## config.mk

```make
export PLATFORM = sky130hd
export DESIGN_NAME = jtag_ir_dr
export DESIGN_NICKNAME = d
export VERILOG_FILES = /design/src/rtl/jtag_ir_dr.sv
export SDC_FILE = /design/constraint.sdc
export NUM_CORES = 1
export LEC_CHECK = 0
export CORE_UTILIZATION = 55
export CTS_CLUSTER_SIZE = 20
export DETAILED_ROUTE_END_ITERATION = 8
export MAX_ROUTING_LAYER = met4
export PLACE_DENSITY = 0.92
export SLEW_MARGIN = 20
export SYNTH_ARGS = -nofsm -noshare
export SYNTH_HDL_FRONTEND = slang
export SYNTH_SLANG_ARGS = --single-unit
```

## constraint.sdc

```tcl
create_clock -name tck -period 2.7 [get_ports tck]
set_input_delay 0.81 -clock tck [delete_from_list [all_inputs] [get_ports tck]]
set_output_delay 0.81 -clock tck [all_outputs]
set_load 0.005 [all_outputs]
```

## src/rtl/jtag_ir_dr.sv

```systemverilog
// JTAG instruction register plus BYPASS / IDCODE / USER data registers and TDO mux.
// Driven by the TAP controller's one-hot capture/shift/update strobes on tck.
module jtag_ir_dr #(
  parameter int              IR_W    = 4,
  parameter int              DR_W    = 32,
  parameter logic [31:0]     IDCODE  = 32'h1000_0001,
  parameter logic [IR_W-1:0] OP_ID   = 4'h1,
  parameter logic [IR_W-1:0] OP_USER = 4'h8
) (
  input  logic            tck,
  input  logic            reset,
  input  logic            tdi,
  input  logic            capir,
  input  logic            shiftir,
  input  logic            updateir,
  input  logic            capdr,
  input  logic            shiftdr,
  input  logic            updatedr,
  output logic            tdo,
  output logic [IR_W-1:0] ir_out,
  output logic            user_sel,
  input  logic [DR_W-1:0] user_cap_data,
  output logic [DR_W-1:0] user_upd_data,
  output logic            user_upd_stb
);

  localparam logic [IR_W-1:0] IR_CAPTURE = IR_W'(1);

  logic [IR_W-1:0] ir_latch_reg;
  logic [IR_W-1:0] ir_sr_reg;
  logic            bp_reg;
  logic [31:0]     id_sr_reg;
  logic [DR_W-1:0] usr_sr_reg;
  logic [DR_W-1:0] usr_shift_next;
  logic [DR_W-1:0] user_upd_data_reg;
  logic            user_upd_stb_reg;

  logic sel_id, sel_user, sel_bp;
  logic cap_any, shift_any;
  logic do_shift_ir, do_shift_dr, do_upd_ir, do_upd_dr;

  assign sel_id   = (ir_latch_reg == OP_ID);
  assign sel_user = (ir_latch_reg == OP_USER);
  assign sel_bp   = !sel_id && !sel_user;

  // Misuse with overlapping strobes resolves as capture > shift > update.
  assign cap_any     = capir | capdr;
  assign shift_any   = shiftir | shiftdr;
  assign do_shift_ir = shiftir & ~cap_any;
  assign do_shift_dr = shiftdr & ~cap_any;
  assign do_upd_ir   = updateir & ~cap_any & ~shift_any;
  assign do_upd_dr   = updatedr & ~cap_any & ~shift_any;

  generate
    if (DR_W == 1) begin : g_usr_one
      assign usr_shift_next = tdi;
    end else begin : g_usr_many
      assign usr_shift_next = {tdi, usr_sr_reg[DR_W-1:1]};
    end
  endgenerate

  always_ff @(posedge tck) begin
    if (reset) begin
      ir_latch_reg      <= OP_ID;
      ir_sr_reg         <= '0;
      bp_reg            <= 1'b0;
      id_sr_reg         <= '0;
      usr_sr_reg        <= '0;
      user_upd_data_reg <= '0;
      user_upd_stb_reg  <= 1'b0;
    end else begin
      if (capir) begin
        ir_sr_reg <= IR_CAPTURE;
      end else if (do_shift_ir) begin
        ir_sr_reg <= {tdi, ir_sr_reg[IR_W-1:1]};
      end

      if (do_upd_ir) begin
        ir_latch_reg <= ir_sr_reg;
      end

      if (capdr) begin
        if (sel_bp)   bp_reg     <= 1'b0;
        if (sel_id)   id_sr_reg  <= IDCODE;
        if (sel_user) usr_sr_reg <= user_cap_data;
      end else if (do_shift_dr) begin
        if (sel_bp)   bp_reg     <= tdi;
        if (sel_id)   id_sr_reg  <= {tdi, id_sr_reg[31:1]};
        if (sel_user) usr_sr_reg <= usr_shift_next;
      end

      // Strobe is registered so it lines up with the freshly latched data.
      user_upd_stb_reg <= do_upd_dr & sel_user;
      if (do_upd_dr && sel_user) begin
        user_upd_data_reg <= usr_sr_reg;
      end
    end
  end

  always_comb begin
    tdo = bp_reg;
    if (shiftir) begin
      tdo = ir_sr_reg[0];
    end else if (sel_id) begin
      tdo = id_sr_reg[0];
    end else if (sel_user) begin
      tdo = usr_sr_reg[0];
    end
  end

  assign ir_out        = ir_latch_reg;
  assign user_sel      = sel_user;
  assign user_upd_data = user_upd_data_reg;
  assign user_upd_stb  = user_upd_stb_reg;

endmodule
```

==> After elaboration in Yosys (flattened, before gate mapping) <==
Index checks and enable logic that the tools add are counted.
{ "classes": {"mul": 0, "n_shift": 0, "eq_ne": 2, "n_lt_le_gt_ge": 0, "n_div": 0, "add_sub_neg": 0, "bitwise_logic": 11, "n_mux": 17, "n_reduce_logical": 10} }
{ "ops": {"columns": ["operator", "n"], "rows": [
  ["$mux 32", 8],
  ["$mux 1", 9],
  ["$and 1x1->1", 7],
  ["$reduce_and 2->1", 3],
  ["$eq 4x1->1 const B", 1],
  ["$eq 4x4->1 const B", 1],
  ["$reduce_bool 2->1", 2],
  ["$logic_and 1x1->1", 2],
  ["$logic_not 1->1", 2],
  ["$not 1->1", 2],
  ["$or 1x1->1", 2],
  ["$reduce_or 2->1", 1]
]} }
{ "word_totals": {"latch_bits": 0, "memories": 0, "in_bits": 41, "output_inout_bits": 39, "mem_bits_ro": 0, "ram_bits": 0, "ff_bits": 106} }

==> Logic depth before layout (Yosys ltp) <==
{ "depth": {"ltp_word": 6, "ltp_mapped": 7, "ltp_nobuf": 4} }

==> Least setup slack after synthesis <==
OpenSTA, ideal clock, no wires.
{ "synth_path": {"path_kind": "input to output", "start": "in shiftir", "end": "out tdo", "arrival_ps": 1098, "setup_slack_ps": 792, "cell_stages": 2, "cell_sequence": "nand2b_1 > o221ai_1"} }
{ "synth_via": {"elab_chain_cells": 1} }
{ "synth_lines": {"columns": ["item", "line_no", "rtl"], "rows": [
  ["start: declaration", "14", "input logic shiftir,"],
  ["$mux 1", "102", "if (shiftir) begin"],
  ["end: declaration", "19", "output logic tdo,"]
]} }
Every way passes these cells.

==> Worst setup path in the final report <==
{ "layout_path": {"start": "reg ir_latch_reg[3] (netlist: ir_out[3])", "end": "out user_sel"} }
{ "layout_via": {"elab_chain_cells": 1} }
{ "layout_lines": {"columns": ["item", "line_no", "rtl"], "rows": [
  ["start: declaration", "29", "logic [IR_W-1:0] ir_latch_reg;"],
  ["start signal: assignment", "79", "ir_latch_reg <= ir_sr_reg;"],
  ["$eq 4x4->1", "43", "assign sel_user = (ir_latch_reg == OP_USER);"],
  ["end: declaration", "21", "output logic user_sel,"]
]} }
Every way passes these cells.

==> results.json <==
{
  "status": "finished clean",
  "ctsResizeCount": 1,
  "powerDensity_nw_per_um2": 526.8,
  "antenna_found_initial": 0,
  "critPathRequiredTime_ns": 1.89,
  "ys_types": 28,
  "slew_headroom": 0.6004,
  "cts_buffers": 9,
  "clk_latency_ns": 0.36,
  "syn_area_per_cell_sq_um": 9.067,
  "finish.instance_area_sq_um": 5390,
  "io_pins": 80,
  "drv_cap": 0,
  "syn_area_sq_um": 4343,
  "dp_hpwl_mm": 6.252,
  "postLayoutSetupSlackWorst_ns": 0.1665,
  "reg2reg_to": "usr_sr_reg[29]",
  "grt_pass1_vias": 3653,
  "arrival_ns": 1.72,
  "totalWireLength_mm": 10.13,
  "ant_nets": 0,
  "ys_ff_latch": 106,
  "p_leak_nw": 1.793,
  "ctsHoldBuffers": 0,
  "p_sw_frac": 0.2230,
  "cpPeakStageDelay_ns": 0.56,
  "rows": 32,
  "critPathKind": "flip-flop to output pin",
  "clk_path_buf_depth": 2,
  "tightestPinTransition_ns": 0.5995,
  "holdWs_ns": 0.4577,
  "cp-end-kind": "output pin",
  "hold_viol": 0,
  "crit_chain": "nor4b_4 > clkdlybuf4s50_1",
  "cts_setup_buffers": 0,
  "num_antenna_cells": 0,
  "yosysSeqAreaShare": 0.4886,
  "clock-sinks": 106,
  "pwr-share-comb": 0.071,
  "place.gp.congestion": 0.7787,
  "syn_nets": 520,
  "regToRegStartpoint": "ir_out[3]",
  "fp.dieArea_sq_um": 8256,
  "vias_per_cell": 5.645,
  "seqPwrFrac": 0.554,
  "power_frac_clock": 0.375,
  "root_buffer": "clkbuf_8",
  "track_usage": 0.2569,
  "setup_tns_ns": 0,
  "fill_cells": 529,
  "grt_max_degree": 69,
  "path_max_fanout": 6,
  "via_count": 3658,
  "grt_setup_unrepaired": "no",
  "firstDrtPassIters": 5,
  "dpl_cell_area_sq_um": 5164,
  "fmax_mhz": 394.7,
  "setup.worst_path.start_class": "flip-flop",
  "yosysWarningCount": 0,
  "drc": 0,
  "setup_viol": 0,
  "fp.dieW_microns": 90.86,
  "fin_util": 0.7012,
  "finClkSkew_ns": 0.01085,
  "wl_per_cell_microns": 15.64,
  "postSynthCellCount": 479,
  "crit_slowest_cell": "clkdlybuf4s50_1",
  "reg2reg_depth": 6,
  "ir_drop_uv": 334.4,
  "io_buffers": 79,
  "cts_tree": "done",
  "grt_pass1_wl_mm": 16.66,
  "rrSetupSlack_ns": 0.78,
  "core_area_sq_um": 7687,
  "die_h_microns": 90.86,
  "drt_iter0_markers": 342,
  "area_growth_syn_to_layout_pct": 24.11,
  "maxSlewViolCount": 0,
  "internal_power_w": 0.002206,
  "drive_gt1_frac": 0.1190,
  "dp_slack_ns": -0.2214,
  "hold_end": "id_sr_reg[14]",
  "whs_path_depth": 2,
  "initial_core_util": 0.5649,
  "clk_pin_slew_worst_paths_ns": 0.10,
  "p_sw_w": 0.0006333,
  "period_needed_ns": 2.534,
  "gr-total-overflow": 0,
  "fin_crit_sh": 0.9383,
  "final_nets": 583,
  "cts-htree-levels": 3,
  "hp-start": "id_sr_reg[14]",
  "hold_path.class": "flip-flop to flip-flop"
}
-- cells in the final DEF, fill, tap and decap left out, types with 3 or more instances in the layout --
master,count
a211oi_1,5
a211oi_2,28
a21oi_1,68
buf_12,3
buf_4,11
clkbuf_8,10
clkdlybuf4s50_1,75
dfxtp_1,105
mux2i_1,36
nand2_1,100
nand3_1,33
nor2_1,37
nor3_1,7
-- area by class of cell --
| cell class | count | area, sq um | area share |
|---|---|---|---|
| clock inverter | 4 | 76.32 | 0.01416 |
| inverter | 2 | 7.507 | 0.001393 |
| multi-input combinational | 331 | 1994 | 0.3700 |
| clock buffer | 11 | 141.4 | 0.02623 |
| sequential | 106 | 2123 | 0.3939 |
| timing repair buffer | 92 | 919.6 | 0.1706 |
| tap | 102 | 127.6 | 0.02368 |
-- power by group through the flow --
stage          combinational, W  sequential (W)  clock, W
3_5_place_dp           0.000199         0.00161         0
6_report               0.000202         0.00157   0.00106
3_3_place_gp           0.000195         0.00161         0
4_1_cts                0.000200         0.00157   0.00106
5_1_grt                0.000215         0.00157   0.00112
2_1_floorplan          0.000112         0.00161         0
-- kinds of logic (layout without fill, tap and decap cells) --
kind of cell,Yosys count,after routing,share of synthesized area
simple gates,187,187,0.1910
compound gates,108,108,0.1821
flops,106,106,0.4886
buf+inv,42,109,0.05532
mux,36,36,0.08297
-- routing by layer --
metal,global-route usage,part of all wire,vias up
li1,-,-,1774
met1,0.2996,0.43,1741
met2,0.4407,0.50,124
met3,0.04293,0.046,19
met4,0.1019,0.021,0
met5,-,0,-
-- metrics by stage --
step / power, W / std cells
after floorplan: 0.001720 / 479
after global placement: 0.001803 / 633
after detailed placement: 0.001809 / 633
after CTS: 0.002838 / 648
after global routing: 0.002913 / 648
final: 0.002840 / 648
-- worst max-delay path: cells and delay by family (launching register included) --
| kind | cells | cell delay, ns |
|---|---|---|
| buf+inv | 1 | 0.56 |
| flops | 1 | 0.48 |
| simple gates | 1 | 0.33 |
-- cells in the mapped netlist --
| library cell | count | share of area |
|---|---|---|
| mux2i_1 | 36 | 0.083 |
| nor2b_1 | 2 | 0.0029 |
| nor4b_4 | 2 | 0.011 |
| a21oi_1 | 68 | 0.078 |
| dfxtp_1 | 106 | 0.49 |
| nor2_1 | 37 | 0.032 |
| nor4b_1 | 1 | 0.0020 |
| buf_1 | 1 | 0.00086 |
| a211oi_1 | 5 | 0.0086 |
| o221ai_1 | 1 | 0.0020 |
| buf_8 | 2 | 0.0069 |
| o21ai_0 | 1 | 0.0012 |
| a211oi_2 | 28 | 0.081 |
| nand2_1 | 100 | 0.086 |
| buf_4 | 10 | 0.017 |
| buf_6 | 2 | 0.0052 |
| nand3_1 | 33 | 0.038 |
| inv_1 | 2 | 0.0017 |
| and3_1 | 2 | 0.0029 |
| nand2b_1 | 2 | 0.0029 |
| nor3_1 | 7 | 0.0081 |
| a22oi_1 | 1 | 0.0017 |
| a211o_1 | 1 | 0.0020 |
| buf_2 | 6 | 0.0069 |
| a21boi_2 | 2 | 0.0052 |
| nor4_4 | 1 | 0.0049 |
| a21bo_2 | 1 | 0.0023 |
| clkbuf_1 | 19 | 0.016 |
-- worst max-delay path by stage --
| stage | start | end | slack (ns) | depth (start not counted) |
|---|---|---|---|---|
| after global routing | ir_out[3] | user_sel | 0.08 | 2 |
| after floorplan | shiftir | tdo | 0.79 | 2 |
| after global placement | shiftir | tdo | -0.20 | 4 |
| after detailed placement | shiftir | tdo | -0.22 | 4 |
| after CTS | shiftir | tdo | 0.06 | 4 |
| final | ir_out[3] | user_sel | 0.17 | 2 |
Note: power is estimated with default switching activity, not from simulation.
